<file path="src/rtl/cs_sample_feeder_pkg.sv">
// Shared constants and state encoding for the CS sample feeder.
package cs_pkg;

    localparam int DATA_W = 8;
    localparam int Y_W    = 10;
    localparam int WIN    = 9;

    typedef enum logic [1:0] {
        IDLE   = 2'd0,
        WAIT   = 2'd1,
        STREAM = 2'd2
    } cs_state_e;

endpackage

</file>
<file path="src/rtl/cs_sample_feeder_if.sv">
// Producer stream, CS drive/return and result signals of the sample feeder.
interface cs_sample_feeder_if;
    import cs_pkg::*;

    logic [DATA_W-1:0] in_data;
    logic              in_valid;
    logic              in_ready;
    logic [DATA_W-1:0] X;
    logic              cs_reset;
    logic [Y_W-1:0]    Y_in;
    logic [Y_W-1:0]    y_out;
    logic              y_valid;

    modport slave (
        input  in_data, in_valid, Y_in,
        output in_ready, X, cs_reset, y_out, y_valid
    );

    modport master (
        output in_data, in_valid, Y_in,
        input  in_ready, X, cs_reset, y_out, y_valid
    );

endinterface

</file>
<file path="src/rtl/cs_sample_feeder_fifo.sv">
// Synchronous FIFO with registered occupancy count; callers pass pre-qualified push/pop.
module cs_sync_fifo #(
    parameter int DEPTH = 16,
    parameter int W     = 8
) (
    input  logic                     clk,
    input  logic                     reset,
    input  logic                     push,
    input  logic [W-1:0]             wdata,
    input  logic                     pop,
    output logic [W-1:0]             rdata,
    output logic [$clog2(DEPTH):0]   count
);
    import cs_pkg::*;

    localparam int AW = $clog2(DEPTH);

    logic [W-1:0]  mem [DEPTH];
    logic [AW-1:0] wr_ptr;
    logic [AW-1:0] rd_ptr;

    assign rdata = mem[rd_ptr];

    always_ff @(posedge clk) begin
        if (push)
            mem[wr_ptr] <= wdata;
    end

    // Pointers wrap naturally because DEPTH is a power of two.
    always_ff @(posedge clk) begin
        if (reset) begin
            wr_ptr <= '0;
            rd_ptr <= '0;
            count  <= '0;
        end else begin
            if (push) wr_ptr <= wr_ptr + 1'b1;
            if (pop)  rd_ptr <= rd_ptr + 1'b1;
            case ({push, pop})
                2'b10:   count <= count + 1'b1;
                2'b01:   count <= count - 1'b1;
                default: count <= count;
            endcase
        end
    end

endmodule

</file>
<file path="src/rtl/cs_sample_feeder.sv">
// Feeds buffered samples to CS one per clock, restarts the window on stalls,
// and captures full-window CS results two cycles after the completing pop.
module cs_sample_feeder #(
    parameter int DEPTH = 16,
    parameter int WIN   = 9
) (
    input  logic                clk,
    input  logic                reset,
    input  logic                start,
    input  logic                stop,
    cs_sample_feeder_if.slave   bus,
    output logic                underrun,
    output logic                busy
);
    import cs_pkg::*;

    localparam int WCW = $clog2(WIN + 1);
    localparam int CW  = $clog2(DEPTH) + 1;

    localparam logic [1:0] ST_IDLE   = IDLE;
    localparam logic [1:0] ST_WAIT   = WAIT;
    localparam logic [1:0] ST_STREAM = STREAM;

    logic [1:0]        state, state_nxt;
    logic [WCW-1:0]    win_cnt, win_nxt;
    logic [CW-1:0]     fifo_cnt;
    logic [DATA_W-1:0] head;
    logic              fifo_full, fifo_empty;
    logic              push, pop, pop_full, pop_full_d;
    logic              set_underrun;
    logic [DATA_W-1:0] x_drv;
    logic              cs_rst_drv;
    logic [Y_W-1:0]    y_out_q;
    logic              y_valid_q;

    assign fifo_full  = (fifo_cnt == CW'(DEPTH));
    assign fifo_empty = (fifo_cnt == '0);
    assign push       = bus.in_valid && !fifo_full;

    cs_sync_fifo #(.DEPTH(DEPTH), .W(DATA_W)) u_fifo (
        .clk   (clk),
        .reset (reset),
        .push  (push),
        .wdata (bus.in_data),
        .pop   (pop),
        .rdata (head),
        .count (fifo_cnt)
    );

    always_comb begin
        state_nxt    = state;
        win_nxt      = win_cnt;
        pop          = 1'b0;
        cs_rst_drv   = 1'b1;
        x_drv        = '0;
        set_underrun = 1'b0;
        if (stop) begin
            state_nxt = ST_IDLE;
            win_nxt   = '0;
        end else begin
            case (state)
                ST_IDLE: begin
                    win_nxt = '0;
                    if (start) state_nxt = ST_WAIT;
                end
                // First sample primes the CS window while cs_reset is still high.
                ST_WAIT: begin
                    if (!fifo_empty) begin
                        pop       = 1'b1;
                        x_drv     = head;
                        win_nxt   = WCW'(1);
                        state_nxt = ST_STREAM;
                    end
                end
                ST_STREAM: begin
                    if (!fifo_empty) begin
                        pop        = 1'b1;
                        cs_rst_drv = 1'b0;
                        x_drv      = head;
                        win_nxt    = (win_cnt == WCW'(WIN)) ? win_cnt : win_cnt + 1'b1;
                    end else begin
                        set_underrun = 1'b1;
                        win_nxt      = '0;
                        state_nxt    = ST_WAIT;
                    end
                end
                default: begin
                    state_nxt = ST_IDLE;
                    win_nxt   = '0;
                end
            endcase
        end
    end

    assign pop_full = pop && (win_nxt == WCW'(WIN));

    // Y_in reflects the window one CS update behind X, hence the extra stage.
    always_ff @(posedge clk) begin
        if (reset) begin
            state      <= ST_IDLE;
            win_cnt    <= '0;
            pop_full_d <= 1'b0;
            y_valid_q  <= 1'b0;
            y_out_q    <= '0;
            underrun   <= 1'b0;
        end else begin
            state      <= state_nxt;
            win_cnt    <= win_nxt;
            pop_full_d <= pop_full;
            y_valid_q  <= pop_full_d;
            if (pop_full_d)
                y_out_q <= bus.Y_in;
            if (state == ST_IDLE && start && !stop)
                underrun <= 1'b0;
            else if (set_underrun)
                underrun <= 1'b1;
        end
    end

    assign bus.in_ready = !fifo_full;
    assign bus.X        = x_drv;
    assign bus.cs_reset = cs_rst_drv;
    assign bus.y_out    = y_out_q;
    assign bus.y_valid  = y_valid_q;
    assign busy         = (state != ST_IDLE);

endmodule
</file>
<file path="src/flat_wrapper.sv">
// flat-port wrapper written by rule: the top's interface ports become plain ports
module cs_sample_feeder_flat import cs_pkg::*;
#(
    parameter int DEPTH = 16,
    parameter int WIN   = 9
)
  (clk, reset, start, stop, underrun, busy, bus_in_data, bus_in_valid, bus_Y_in, bus_in_ready, bus_X, bus_cs_reset, bus_y_out, bus_y_valid);
  cs_sample_feeder_if bus_i ();
  input  logic clk;
  input  logic reset;
  input  logic start;
  input  logic stop;
  output logic underrun;
  output logic busy;
  input wire logic [$bits(bus_i.in_data)-1:0] bus_in_data;
  input wire logic [$bits(bus_i.in_valid)-1:0] bus_in_valid;
  input wire logic [$bits(bus_i.Y_in)-1:0] bus_Y_in;
  output wire logic [$bits(bus_i.in_ready)-1:0] bus_in_ready;
  output wire logic [$bits(bus_i.X)-1:0] bus_X;
  output wire logic [$bits(bus_i.cs_reset)-1:0] bus_cs_reset;
  output wire logic [$bits(bus_i.y_out)-1:0] bus_y_out;
  output wire logic [$bits(bus_i.y_valid)-1:0] bus_y_valid;
  assign bus_i.in_data = bus_in_data;
  assign bus_i.in_valid = bus_in_valid;
  assign bus_i.Y_in = bus_Y_in;
  assign bus_in_ready = bus_i.in_ready;
  assign bus_X = bus_i.X;
  assign bus_cs_reset = bus_i.cs_reset;
  assign bus_y_out = bus_i.y_out;
  assign bus_y_valid = bus_i.y_valid;
  cs_sample_feeder #(.DEPTH(DEPTH), .WIN(WIN)) u_core (.clk(clk), .reset(reset), .start(start), .stop(stop), .bus(bus_i), .underrun(underrun), .busy(busy));
endmodule
</file>
<file path="config.mk">
export PLATFORM = sky130hd
export DESIGN_NAME = cs_sample_feeder_flat
export DESIGN_NICKNAME = d
export VERILOG_FILES = /design/src/rtl/cs_sample_feeder_pkg.sv /design/src/rtl/cs_sample_feeder_if.sv /design/src/rtl/cs_sample_feeder_fifo.sv /design/src/rtl/cs_sample_feeder.sv /design/src/flat_wrapper.sv
export SDC_FILE = /design/constraint.sdc
export NUM_CORES = 1
export LEC_CHECK = 0
export BUFFER_PORTS_ARGS = -buffer_cell sky130_fd_sc_hd__buf_2
export CAP_MARGIN = 25
export CELL_PAD_IN_SITES_DETAIL_PLACEMENT = 0
export CELL_PAD_IN_SITES_GLOBAL_PLACEMENT = 1
export CORE_MARGIN = 2
export CORE_UTILIZATION = 46
export DETAILED_ROUTE_END_ITERATION = 8
export PLACE_DENSITY_LB_ADDON = 0.25
export SYNTH_ARGS = -nofsm -noshare
export SYNTH_HDL_FRONTEND = slang
export SYNTH_SLANG_ARGS = --single-unit
</file>
<file path="constraint.sdc">
create_clock -name clk -period 3.05 [get_ports clk]
set_clock_uncertainty 0.2 [all_clocks]
set_input_delay 0.1525 -clock clk [delete_from_list [all_inputs] [get_ports clk]]
set_output_delay 0.1525 -clock clk [all_outputs]
set_load 0.005 [all_outputs]
</file>
==> summary.md <==
| Metric | Value |
|---|---|
| CTS clock-pin slew for the worst setup and hold paths | 0.06 ns |
| Cell internal pwr | 3.78 mW |
| # diodes | 0 |
| Part of the power in registers | 0.519 |
| Most used cells in the layout excluding fill and tap cells | sky130_fd_sc_hd__edfxtp_1, sky130_fd_sc_hd__nor2_1, sky130_fd_sc_hd__buf_2 |
| Global routing met3 resource utilization | 0.0466 |
| Worst relative slew slack | 0.595 |
| CTS Buffer Depth | 2 |
| Detail Placement HPWL | 8.82 mm |
| Final weighted congestion of routability-driven global placement | 0.802 |
| Result of the run | finished clean |
| Post-synthesis cell area | 6750 sq um |
| Placed Cells | 658 |
| Die extent in x | 125 um |
| Total number of nets in the final design | 553 |
| Net switching power figure | 1.01 mW |
| Via Count | 3844 |
| Power Total | 4.79 mW |
| Global-route wire length before repair | 21.5 mm |
| Worst hold path class | input pin to flop |
| # IOs | 46 |
| Most common cell after layout, fill and taps aside | sky130_fd_sc_hd__edfxtp_1 |
| Storage element area | 4570 sq um |
| Arrival time at the worst endpoint | 2.97 ns |
| Total length of routed wires | 13.7 mm |
| Critical path launch point type | flop |
| Final critical path time including I/O delays and setup | 2.83 ns |
| Number of setup buffers added after CTS | 0 |
| Clk_lat worst skew | 0.42 ns |
| Post-route antenna net violation count | 0 |
| Overall die area | 15700 sq um |
| Count of final setup violators | 0 |
| Number of buffers added by the clock tree synthesis step | 17 |
| GRT Total Usage | 0.182 |
| Area taken by multi-input logic gates | 2040 sq um |
| Synth unique cells | 50 |
| Die Height | 125 um |
| Synthesized area per cell | 15.8 sq um |
| Instance count of the mapped netlist | 427 |
| Average wire per cell in the routed design | 19.2 um |
| Synthesis-stage register bit count | 164 |
| VDD IR max | 0.000376 V |
| Detailed Route Iter0 Violations | 266 |
| Mapped Nets | 465 |
| Filler cell count in the final layout | 1168 |
| Leakage component of the power | 2.83 nW |
| RSZ-0062 raised after global routing | no |
| Post-route clock period utilization | 0.929 |
| Worst Path Required | 3.19 ns |
| Sw Share | 0.211 |
| M2 GR Usage | 0.294 |
| Number of pins with negative max-slew slack in the final report | 0 |
| Std-Cell Rows | 44 |
| Global-route met1 utilization | 0.243 |
| Sinks on Clock Net | 164 |
| Combinational share of power | 0.066 |
| Worst setup path category | flop to flop |
| Per-cell via count in the routed design | 5.40 |
| Final core utilization | 0.559 |
| Number of enable flip-flop cells after synthesis | 128 |
| Synth-to-Final Area Change | 19.5% |
| Drt pass-1 iters | 4 |
| Depth of the CTS H-tree | 4 |
| Placeable core region | 14400 sq um |
| Number of buffer cells added on primary ports | 45 |
| Final Hold Fails | 0 |
| Clk network pwr share | 0.415 |
| Proportion of synthesized flip-flops having asynchronous set or reset | 0 |
| Kind of capture point of the worst setup path | flop |
| GR peak layer | met2 |
| Maximum frequency from static timing analysis | 0.353 GHz |
| Post-route cell area | 8070 sq um |
| Largest net degree at the start of global routing | 34 |
| Power density over the cells | 593 nW/um^2 |
| Worst-path maximum fanout | 8 |
| Vias in the first global route | 3894 |
| TritonCTS clock tree | yes |
| Remaining global-route overflow | 0 |
| Final non-filler cell total | 712 |
| Fraction of final layout cells sized beyond drive strength 1 | 0.259 |
| Most frequently used flop master after synthesis | sky130_fd_sc_hd__edfxtp_1 |
| Register area share after synthesis | 0.676 |
| Total negative slack | 0 ns |
| Initial antenna violation count | 0 |
| Root Buffer Master | sky130_fd_sc_hd__clkbuf_16 |
| Number of max-cap violations | 0 |
| Starting Density | 0.468 |
| Slew at the pin with the worst max-slew slack | 0.607 ns |
| Syn. warnings | 0 |
| Total placed instance area | 7300 sq um |
| DRC errors left | 0 |
## worst paths after layout
| path | start | slack (ns) | end | cells after the start |
|---|---|---|---|---|
| worst max register to register | u_core.state[0] | 0.22 | u_core.u_fifo.count[2] | 11 |
| worst min register to register | u_core.bus.y_out[6] | 0.29 | u_core.bus.y_out[6] | 2 |
| worst max-delay path | u_core.state[0] | 0.22 | u_core.u_fifo.count[2] | 11 |
| worst min-delay path | reset | 0.03 | u_core.u_fifo.wr_ptr[0] | 2 |
## synthesized netlist by cell type, types with 2 or more instances
| cell type | number | area, sq um |
|---|---|---|
| sky130_fd_sc_hd__xnor2_1 | 3 | 26.3 |
| sky130_fd_sc_hd__nor3b_1 | 3 | 22.5 |
| sky130_fd_sc_hd__nand4_1 | 3 | 18.8 |
| sky130_fd_sc_hd__a311oi_1 | 2 | 17.5 |
| sky130_fd_sc_hd__edfxtp_1 | 128 | 3840 |
| sky130_fd_sc_hd__or2_2 | 2 | 12.5 |
| sky130_fd_sc_hd__ha_1 | 15 | 188 |
| sky130_fd_sc_hd__clkbuf_1 | 11 | 41.3 |
| sky130_fd_sc_hd__inv_1 | 10 | 37.5 |
| sky130_fd_sc_hd__and3_1 | 4 | 25.0 |
| sky130_fd_sc_hd__buf_6 | 2 | 22.5 |
| sky130_fd_sc_hd__nor2b_1 | 3 | 18.8 |
| sky130_fd_sc_hd__buf_2 | 7 | 35.0 |
| sky130_fd_sc_hd__mux2i_1 | 13 | 130 |
| sky130_fd_sc_hd__nand3_1 | 2 | 10.0 |
| sky130_fd_sc_hd__nand2b_1 | 6 | 37.5 |
| sky130_fd_sc_hd__o31ai_1 | 3 | 22.5 |
| sky130_fd_sc_hd__o211ai_1 | 4 | 30.0 |
| sky130_fd_sc_hd__nor3_1 | 13 | 65.1 |
| sky130_fd_sc_hd__a21oi_1 | 5 | 25.0 |
| sky130_fd_sc_hd__buf_1 | 3 | 11.3 |
| sky130_fd_sc_hd__o22ai_1 | 8 | 50.1 |
| sky130_fd_sc_hd__o21ai_0 | 13 | 65.1 |
| sky130_fd_sc_hd__mux4_2 | 32 | 721 |
| sky130_fd_sc_hd__a21boi_1 | 3 | 22.5 |
| sky130_fd_sc_hd__xor2_1 | 10 | 87.6 |
| sky130_fd_sc_hd__nor2_1 | 49 | 184 |
| sky130_fd_sc_hd__nand2_1 | 13 | 48.8 |
| sky130_fd_sc_hd__dfxtp_1 | 36 | 721 |
## registers in the layout (all words and copies together), names as in the netlist, named ones only
| signal | count |
|---|---|
| u_core.u_fifo.mem | 128 |
| u_core.bus.y_out | 10 |
| u_core.u_fifo.count | 5 |
| u_core.u_fifo.rd_ptr | 4 |
| u_core.u_fifo.wr_ptr | 4 |
| u_core.win_cnt | 4 |
| u_core.state | 2 |
| u_core.bus.y_valid | 1 |
| u_core.pop_full_d | 1 |
| u_core.underrun | 1 |
## metrics by stage
step | hold slack [ns] | setup WS (ns)
2_1_floorplan | 0.0514 | 0.0288
3_3_place_gp | 0.187 | 0.283
3_5_place_dp | 0.202 | 0.232
4_1_cts | 0.0113 | 0.211
5_1_grt | 0.0345 | 0.00564
6_report | 0.0278 | 0.217
## worst max-delay path: stages (launching register included)
cell,delay [ns]
sky130_fd_sc_hd__dfxtp_1,0.38
sky130_fd_sc_hd__inv_1,0.08
sky130_fd_sc_hd__ha_1,0.29
sky130_fd_sc_hd__nor2b_1,0.15
sky130_fd_sc_hd__a21boi_1,0.23
sky130_fd_sc_hd__ha_1,0.36
sky130_fd_sc_hd__xor2_1,0.18
sky130_fd_sc_hd__ha_1,0.19
sky130_fd_sc_hd__a21oi_1,0.06
sky130_fd_sc_hd__xor2_1,0.16
sky130_fd_sc_hd__or3_1,0.31
sky130_fd_sc_hd__a21oi_1,0.15
## cells by family (layout without fill, tap and decap cells)
| group | count (synthesis) | count (layout) | share of synthesized area |
|---|---|---|---|
| compound gates | 51 | 51 | 0.0534 |
| xor+xnor | 13 | 13 | 0.0169 |
| fa+ha+maj | 15 | 15 | 0.0278 |
| buf+inv | 33 | 134 | 0.0219 |
| flops | 164 | 164 | 0.676 |
| mux | 45 | 45 | 0.126 |
| simple gates | 106 | 106 | 0.0779 |
## final cells by class
cell class | instances | area share
tap | 184 | 0.0285
inverter | 10 | 0.00465
multi-input combinational | 230 | 0.253
clock inverter | 13 | 0.0144
clock buffer | 19 | 0.0537
timing repair buffer | 92 | 0.0800
sequential | 164 | 0.566
## layer usage
layer / wire length [um] / up-vias
met5: 0 / -
met4: 171 / 0
met3: 589 / 12
met2: 6670 / 92
met1: 6230 / 1912
li1: - / 1828
## power by group through the flow
stage | Sequential, mW | Combinational [mW] | Clock (mW)
floorplan | 2.51 | 0.206 | 0
global placement | 2.53 | 0.289 | 0
detailed placement | 2.53 | 0.298 | 0
CTS | 2.48 | 0.319 | 2.04
global route | 2.49 | 0.348 | 2.13
finish | 2.48 | 0.314 | 1.99
## what timing repair did
item | 4_1_cts | 5_1_grt
hold buffers | 22 | 0
hold endpoints to repair | 144 | 0
resized for setup | 0 | 0
Note: power is estimated with default switching activity, not from simulation.
